$ cat src/rtl/aes128_round_ctrl_if.sv
// ---------------------------------------------------------------------------
// aes128_round_ctrl_if
// Block-level handshake bundle for the iterative AES-128 sequencer.
//   in_valid / in_ready / pt_in / key_in : plaintext + key input handshake
//   out_valid / out_ready / ct_out       : ciphertext output handshake
// Modports:
//   master : the block producer / ciphertext consumer
//   slave  : the sequencer (aes128_round_ctrl)
// ---------------------------------------------------------------------------
interface aes128_round_ctrl_if;
    logic         in_valid;
    logic         in_ready;
    logic [127:0] pt_in;
    logic [127:0] key_in;
    logic         out_valid;
    logic         out_ready;
    logic [127:0] ct_out;

    modport master (
        output in_valid, pt_in, key_in, out_ready,
        input  in_ready, out_valid, ct_out
    );

    modport slave (
        input  in_valid, pt_in, key_in, out_ready,
        output in_ready, out_valid, ct_out
    );
endinterface

$ cat src/rtl/aes128_round_ctrl.sv
// ---------------------------------------------------------------------------
// aes128_round_ctrl
// Iterative AES-128 encryption sequencer. Owns the state register, the
// round-key register, the round counter and the Rcon generator; the round
// transform and the key-expansion step are external combinational blocks.
//
// Parameter:
//   NR           number of rounds (1..10; below 10 only for bring-up)
// Ports:
//   clk, rst     rising-edge clock, asynchronous active-high reset
//   abort        (only with AES128_ROUND_CTRL_ABORT_EN) cancel current block
//   io           aes128_round_ctrl_if.slave: input and output handshakes;
//                ct_out mirrors the state register
//   busy         high while a block is in ROUND or DONE
//   dp_state     state register to the round datapath
//   dp_round_key round key for the current round (= ks_key_next)
//   dp_final     high in round NR, datapath skips mix_columns
//   dp_result    round datapath result
//   ks_key       round-key register to the key expander
//   ks_rcon      Rcon for the current round
//   ks_key_next  key expander result
//   round_cnt    current round number, 0 outside ROUND
//
// Optional feature: define AES128_ROUND_CTRL_ABORT_EN to add the abort input.
// ---------------------------------------------------------------------------
module aes128_round_ctrl #(
    parameter int NR = 10
) (
    input  logic                      clk,
    input  logic                      rst,
`ifdef AES128_ROUND_CTRL_ABORT_EN
    input  logic                      abort,
`endif
    aes128_round_ctrl_if.slave        io,
    output logic                      busy,
    output logic [127:0]              dp_state,
    output logic [127:0]              dp_round_key,
    output logic                      dp_final,
    input  logic [127:0]              dp_result,
    output logic [127:0]              ks_key,
    output logic [7:0]                ks_rcon,
    input  logic [127:0]              ks_key_next,
    output logic [3:0]                round_cnt
);

    localparam logic [3:0] LAST_ROUND = 4'(NR);

    typedef enum logic [1:0] {
        IDLE  = 2'd0,
        ROUND = 2'd1,
        DONE  = 2'd2
    } fsm_e;

    fsm_e         fsm_r, fsm_s;
    logic [127:0] state_reg_r, state_reg_s;
    logic [127:0] key_reg_r, key_reg_s;
    logic [7:0]   rcon_r, rcon_s;
    logic [3:0]   round_cnt_r, round_cnt_s;
    logic         in_ready_r, in_ready_s;
    logic         out_valid_r, out_valid_s;
    logic         busy_r, busy_s;
    logic         dp_final_r, dp_final_s;
    logic         abort_s;

    // Multiply by x in GF(2^8) with the AES polynomial; steps Rcon per round.
    function automatic logic [7:0] xtime(input logic [7:0] b);
        return {b[6:0], 1'b0} ^ (b[7] ? 8'h1B : 8'h00);
    endfunction

`ifdef AES128_ROUND_CTRL_ABORT_EN
    assign abort_s = abort;
`else
    assign abort_s = 1'b0;
`endif

    // Next-state and next-register values; status flags follow the next state
    // so they can be registered alongside it.
    always_comb begin
        fsm_s       = fsm_r;
        state_reg_s = state_reg_r;
        key_reg_s   = key_reg_r;
        rcon_s      = rcon_r;
        round_cnt_s = round_cnt_r;
        case (fsm_r)
            IDLE: begin
                if (io.in_valid) begin
                    fsm_s       = ROUND;
                    state_reg_s = io.pt_in ^ io.key_in;
                    key_reg_s   = io.key_in;
                    round_cnt_s = 4'd1;
                    rcon_s      = 8'h01;
                end else begin
                    fsm_s = IDLE;
                end
            end
            ROUND: begin
                if (abort_s) begin
                    fsm_s       = IDLE;
                    state_reg_s = 128'd0;
                    key_reg_s   = 128'd0;
                    round_cnt_s = 4'd0;
                    rcon_s      = 8'h01;
                end else begin
                    state_reg_s = dp_result;
                    key_reg_s   = ks_key_next;
                    rcon_s      = xtime(rcon_r);
                    if (round_cnt_r == LAST_ROUND) begin
                        fsm_s       = DONE;
                        round_cnt_s = 4'd0;
                    end else begin
                        round_cnt_s = round_cnt_r + 4'd1;
                    end
                end
            end
            DONE: begin
                // abort wins over the output handshake
                if (abort_s) begin
                    fsm_s       = IDLE;
                    state_reg_s = 128'd0;
                    key_reg_s   = 128'd0;
                    round_cnt_s = 4'd0;
                    rcon_s      = 8'h01;
                end else if (io.out_ready) begin
                    fsm_s  = IDLE;
                    rcon_s = 8'h01;
                end else begin
                    fsm_s = DONE;
                end
            end
            default: begin
                fsm_s       = IDLE;
                state_reg_s = 128'd0;
                key_reg_s   = 128'd0;
                round_cnt_s = 4'd0;
                rcon_s      = 8'h01;
            end
        endcase
        in_ready_s  = (fsm_s == IDLE);
        out_valid_s = (fsm_s == DONE);
        busy_s      = (fsm_s != IDLE);
        dp_final_s  = (fsm_s == ROUND) && (round_cnt_s == LAST_ROUND);
    end

    // FSM, data registers and registered status outputs.
    always_ff @(posedge clk or posedge rst) begin
        if (rst) begin
            fsm_r       <= IDLE;
            state_reg_r <= 128'd0;
            key_reg_r   <= 128'd0;
            rcon_r      <= 8'h01;
            round_cnt_r <= 4'd0;
            in_ready_r  <= 1'b1;
            out_valid_r <= 1'b0;
            busy_r      <= 1'b0;
            dp_final_r  <= 1'b0;
        end else begin
            fsm_r       <= fsm_s;
            state_reg_r <= state_reg_s;
            key_reg_r   <= key_reg_s;
            rcon_r      <= rcon_s;
            round_cnt_r <= round_cnt_s;
            in_ready_r  <= in_ready_s;
            out_valid_r <= out_valid_s;
            busy_r      <= busy_s;
            dp_final_r  <= dp_final_s;
        end
    end

    assign io.in_ready  = in_ready_r;
    assign io.out_valid = out_valid_r;
    assign io.ct_out    = state_reg_r;
    assign busy         = busy_r;
    assign dp_state     = state_reg_r;
    assign dp_round_key = ks_key_next;
    assign dp_final     = dp_final_r;
    assign ks_key       = key_reg_r;
    assign ks_rcon      = rcon_r;
    assign round_cnt    = round_cnt_r;

endmodule

$ cat src/flat_wrapper.sv
// flat-port wrapper written by rule: the top's interface ports become plain ports
module aes128_round_ctrl_flat 
#(
    parameter int NR = 10
)
  (clk, rst, busy, dp_state, dp_round_key, dp_final, dp_result, ks_key, ks_rcon, ks_key_next, round_cnt, io_in_valid, io_pt_in, io_key_in, io_out_ready, io_in_ready, io_out_valid, io_ct_out);
  aes128_round_ctrl_if io_i ();
  input  logic clk;
  input  logic rst;
  output logic busy;
  output logic [127:0] dp_state;
  output logic [127:0] dp_round_key;
  output logic dp_final;
  input  logic [127:0] dp_result;
  output logic [127:0] ks_key;
  output logic [7:0] ks_rcon;
  input  logic [127:0] ks_key_next;
  output logic [3:0] round_cnt;
  input wire logic [$bits(io_i.in_valid)-1:0] io_in_valid;
  input wire logic [$bits(io_i.pt_in)-1:0] io_pt_in;
  input wire logic [$bits(io_i.key_in)-1:0] io_key_in;
  input wire logic [$bits(io_i.out_ready)-1:0] io_out_ready;
  output wire logic [$bits(io_i.in_ready)-1:0] io_in_ready;
  output wire logic [$bits(io_i.out_valid)-1:0] io_out_valid;
  output wire logic [$bits(io_i.ct_out)-1:0] io_ct_out;
  assign io_i.in_valid = io_in_valid;
  assign io_i.pt_in = io_pt_in;
  assign io_i.key_in = io_key_in;
  assign io_i.out_ready = io_out_ready;
  assign io_in_ready = io_i.in_ready;
  assign io_out_valid = io_i.out_valid;
  assign io_ct_out = io_i.ct_out;
  aes128_round_ctrl #(.NR(NR)) u_core (.clk(clk), .rst(rst), .io(io_i), .busy(busy), .dp_state(dp_state), .dp_round_key(dp_round_key), .dp_final(dp_final), .dp_result(dp_result), .ks_key(ks_key), .ks_rcon(ks_rcon), .ks_key_next(ks_key_next), .round_cnt(round_cnt));
endmodule
$ cat config.mk
export PLATFORM = sky130hd
export DESIGN_NAME = aes128_round_ctrl_flat
export DESIGN_NICKNAME = d
export VERILOG_FILES = /design/src/rtl/aes128_round_ctrl_if.sv /design/src/rtl/aes128_round_ctrl.sv /design/src/flat_wrapper.sv
export SDC_FILE = /design/constraint.sdc
export NUM_CORES = 1
export LEC_CHECK = 0
export BUFFER_PORTS_ARGS = -buffer_cell sky130_fd_sc_hd__buf_2
export CAP_MARGIN = 20
export CORE_AREA = 2 2 408 410
export CTS_CLUSTER_DIAMETER = 80
export CTS_CLUSTER_SIZE = 30
export DETAILED_ROUTE_END_ITERATION = 10
export DIE_AREA = 0 0 410 412
export PLACE_DENSITY_LB_ADDON = 0.05
export SLEW_MARGIN = 20
export SYNTH_ARGS = -nofsm -noshare
export SYNTH_HDL_FRONTEND = slang
export SYNTH_SLANG_ARGS = --single-unit
$ cat constraint.sdc
create_clock -name clk -period 9.3 [get_ports clk]
set_input_delay 1.86 -clock clk [delete_from_list [all_inputs] [get_ports clk]]
set_output_delay 1.86 -clock clk [all_outputs]
set_load 0.02 [all_outputs]
-- Word level (Yosys, flattened, before mapping)
Index checks and enable logic that the tools add are counted.
- word-level logic and storage cells: 42
- input bits: 516
- bits in registers: 274
- output and inout port bits: 528
- reduce and logical (&&, ||, !) cells: 6
- multiplexer cells: 15
- bitwise gates (word level): 3
- equality and inequality tests: 8
- add/subtract/negate cells: 1
- operators with widths (operator ; count):
    $pmux 128 s3 ; 2
    $mux 128 ; 2
    $xor 128x128->128 ; 1
    $pmux 8 s3 ; 1
    $mux 8 ; 2
    $pmux 4 s3 ; 1
    $eq 4x4->1 const B ; 2
    $mux 4 ; 2
    $xor 8x8->8 ; 1
    $pmux 2 s3 ; 1
    $mux 5 ; 1
    $add 4x1->4 const B ; 1
    $eq 2x1->1 const B ; 2
    $eq 2x2->1 const B ; 2
    $logic_not 2->1 ; 2
    $mux 2 ; 2
    $ne 2x2->1 const B ; 2
    $reduce_and 2->1 ; 2
    $reduce_bool 2->1 ; 1
    $logic_and 1x1->1 ; 1
    $mux 1 ; 1
    $not 1->1 ; 1

-- Depth between registers and ports, before layout
- depth in word-level cells: 5
- depth in mapped cells: 7

-- Worst setup path after synthesis
Ideal clock, no wire load.
- path type: input -> output
- from: input ks_key_next[0]
- to: output dp_round_key[0]
- arrival time: 1.994 ns
- slack: 5.446 ns
- required time: 7.440 ns
- cell stages on the path: 1
- buffers on the path: 1
- cell sequence: buf_4
- RTL lines (item ; RTL line ; text):
    from (decl) ; flat_wrapper.sv:17 ; input logic [127:0] ks_key_next;
    to (decl) ; flat_wrapper.sv:12 ; output logic [127:0] dp_round_key;
No word-level cell between the ends.

-- Worst setup path in the final report
- from: input ks_key_next[2]
- to: output dp_round_key[2]
No word-level cell between the ends.

==> out/metrics.yaml <==
hold_violations: 0
maxCapViolations: 0
synth_area_leaders: "dfrtp_1 (44%), buf_4 (13%), o21ai_1 (7.6%)"
remaining_drc_errors: 0
die_width_um: 410
grt_antenna_before_repair: 41
grt_pass1_wl_um: 137000
status: "complete, no violations"
vias: 14900
ctsHoldBuffers: 0
power.leakage_nw: 10.8
clock-sinks: 274
die_y_um: 412
ys_seq_area_share_pct: 44.5
yosys_warnings: 0
rsz0062_at_grt: "no"
ant_nets: 0
core_area_sq_um: 164000
max_slew.worst_pin.slew_ns: 0.980
cts-resized-gates: 0
worst_path_max_delay_cell: "buf_2"
power_mw: 7.72
post-cts-setup-buffers: 0
yosysTopAreaCellShare_pct: 44.1
wl_um: 103000
cts_buffers: 41
worst-r2r-setup-slack_ns: 6.33
r2r-start: "u_core.fsm_r[0]"
first_global_vias: 16200
wl_per_cell_um: 22.2
reg2reg_to: "u_core.busy"
crit_family: "buffers and inverters"
ys_top_cells_by_count: "nand2_1 (289), dfrtp_1 (272), buf_4 (271)"
synth_flop_cell: "dfrtp_1"
overflow: 0
setup-violations-final: 0
synthCells: 1668
fin_skew_ns: 0.0200
cpMostUsedCell: "buf_2"
ir_drop_mv: 0.107
cts_max_level: 2
yosys.area.top_type: "dfrtp_1"
ios: 1044
clk_latency_ns: 0.61
path_cells: "buf_2 > buf_2"
synth_area_sq_um: 15400
startpoint: "ks_key_next[2]"
cp-start-kind: "input port"
clk_path_buf_depth: 3
fin_crit_sh_pct: 44.1
drt_iter0_markers: 542
dr.pass1.iters: 6
grt_usage_pct: 11.7
yosys_register_bits: 274
setup_tns_ns: 0
worst-path-stages: 2
fp-row-count: 149
slew_violations: 0
maxSlewHeadroom_pct: 34.6
numPortBuffers: 1043
fmax_ghz: 0.244
final_layout_size_suffix_gt1_share_pct: 47.0
start_util_pct: 9.39
clkTransAtPathRegs_ns: 0.05
gp_congestion: 0.801
finalCriticalPeriod_ns: 4.10
path_max_fanout: 2
critPathRequiredTime_ns: 7.44
reg2reg_depth: 5
avgSynthCellArea_sq_um: 9.25
nets: 2928
hpwl_um: 80500
endpoint: "dp_round_key[2]"
cts_tree: "built"
synth-edff-count: 0
synth.net_count: 2186
power_density_nw_per_um2: 342
avgViaCountPerCell: 3.21
arrival_ns: 2.24
die_area_sq_um: 169000
cpPeakStageDelay_ns: 0.21
async_flop_share_pct: 100
clock-root-buffer: "clkbuf_16"
areaGrowthSynthToFinish_pct: 46.4
synth_cell_type_count: 35
yosysMostFrequentCell: "nand2_1"
grt_max_degree: 124
worst-path-buf-inv: 2
cp-end-kind: "output pin"
hold_path.class: "register to register"
worstSetupPathType: "input port to output pin"
==> cell families (layout without fill, tap and decap cells) <==
group                    Yosys count  after routing  share of synthesized area (%)
buffers and inverters            368           1141                           16.4
XOR/XNOR                         132            132                           7.50
adder cells (fa/ha/maj)            2              2                          0.162
AND/OR/NAND/NOR                  361            361                           9.10
flip-flops                       274            274                           44.5
other                              0             12                              0
multiplexers                     101            101                           6.55
AO/OA/AOI/OAI                    430            430                           15.8
==> report_power, final <==
group	switching, mW	leakage [nW]	internal (mW)
Sequential	0.522	3.24	1.74
Combinational	2.57	6.82	1.10
Clock	0.724	0.717	1.06
==> sequential cells by signal, indices dropped and copies added, names as in the netlist <==
| name | count |
|---|---|
| u_core.io.in_ready | 1 |
| u_core.round_cnt | 4 |
| u_core.io.out_valid | 1 |
| u_core.fsm_r | 2 |
| u_core.busy | 1 |
| u_core.ks_key | 128 |
| u_core.dp_final | 1 |
| u_core.dp_state | 128 |
| u_core.ks_rcon | 8 |
==> layout by cell type (no fill, tap or decap), types with 3 or more instances in the layout <==
cell type   netlist  routed
clkbuf_8          0       3
clkbuf_16         0      41
a22oi_1          97      97
bufinv_16         0       8
buf_2            36    1043
xnor2_1          36      36
clkbuf_1         45       3
o21ai_1         234     234
xor2_1           96      96
mux2i_1         101     101
buf_4           271      18
clkinv_2          0       8
o21ai_0          28      28
a22o_1            4       4
nand2_1         289     289
buf_12            0       3
nor2_1           61      61
a21oi_1          59      59
diode_2           0      12
clkinv_4          0       5
dfrtp_1         272     270
nor2b_4           1       3
clkinvlp_4        0       3
==> cell type report <==
class | instances | area [sq um]
timing repair buffer | 1064 | 5420
inverter | 3 | 15.0
clock inverter | 27 | 379
multi-input combinational | 1026 | 6060
antenna | 12 | 30.0
fill | 18900 | 142000
sequential | 274 | 6870
clock buffer | 47 | 1080
tap | 2189 | 2740
==> layer usage <==
metal | vias to the layer above | share of wire (%) | global-route usage, %
met2 | 628 | 52 | 21.2
li1 | 6864 | - | -
met3 | 110 | 6.7 | 3.18
met4 | 24 | 1.7 | 2.78
met1 | 7287 | 40 | 13.4
met5 | - | 0.15 | 0
==> metrics by stage <==
stage / hold WS [ns] / utilization, % / cells / setup slack (ns) / instance area [sq um]
floorplan: 0.504 / - / 1668 / 3.82 / 15400
global placement: 0.470 / 12.8 / 4556 / 4.97 / 21100
detailed placement: 0.469 / 12.8 / 4556 / 4.95 / 21100
CTS: 0.482 / 13.7 / 4630 / 5.19 / 22600
global route: 0.513 / 13.7 / 4639 / 5.18 / 22600
finish: 0.479 / 13.7 / 4642 / 5.20 / 22600
==> worst min path at each step <==
stage,start,endpoint,slack [ns],depth (start not counted)
2_1_floorplan,u_core.ks_rcon[0],u_core.ks_rcon[0],0.50,2
4_1_cts,u_core.ks_key[123],u_core.ks_key[123],0.48,2
5_1_grt,u_core.ks_key[120],u_core.ks_key[120],0.51,2
3_5_place_dp,u_core.ks_key[123],u_core.ks_key[123],0.47,2
3_3_place_gp,u_core.ks_key[123],u_core.ks_key[123],0.47,2
6_report,u_core.ks_key[123],u_core.ks_key[123],0.48,2
(Power assumes the default switching activity.)
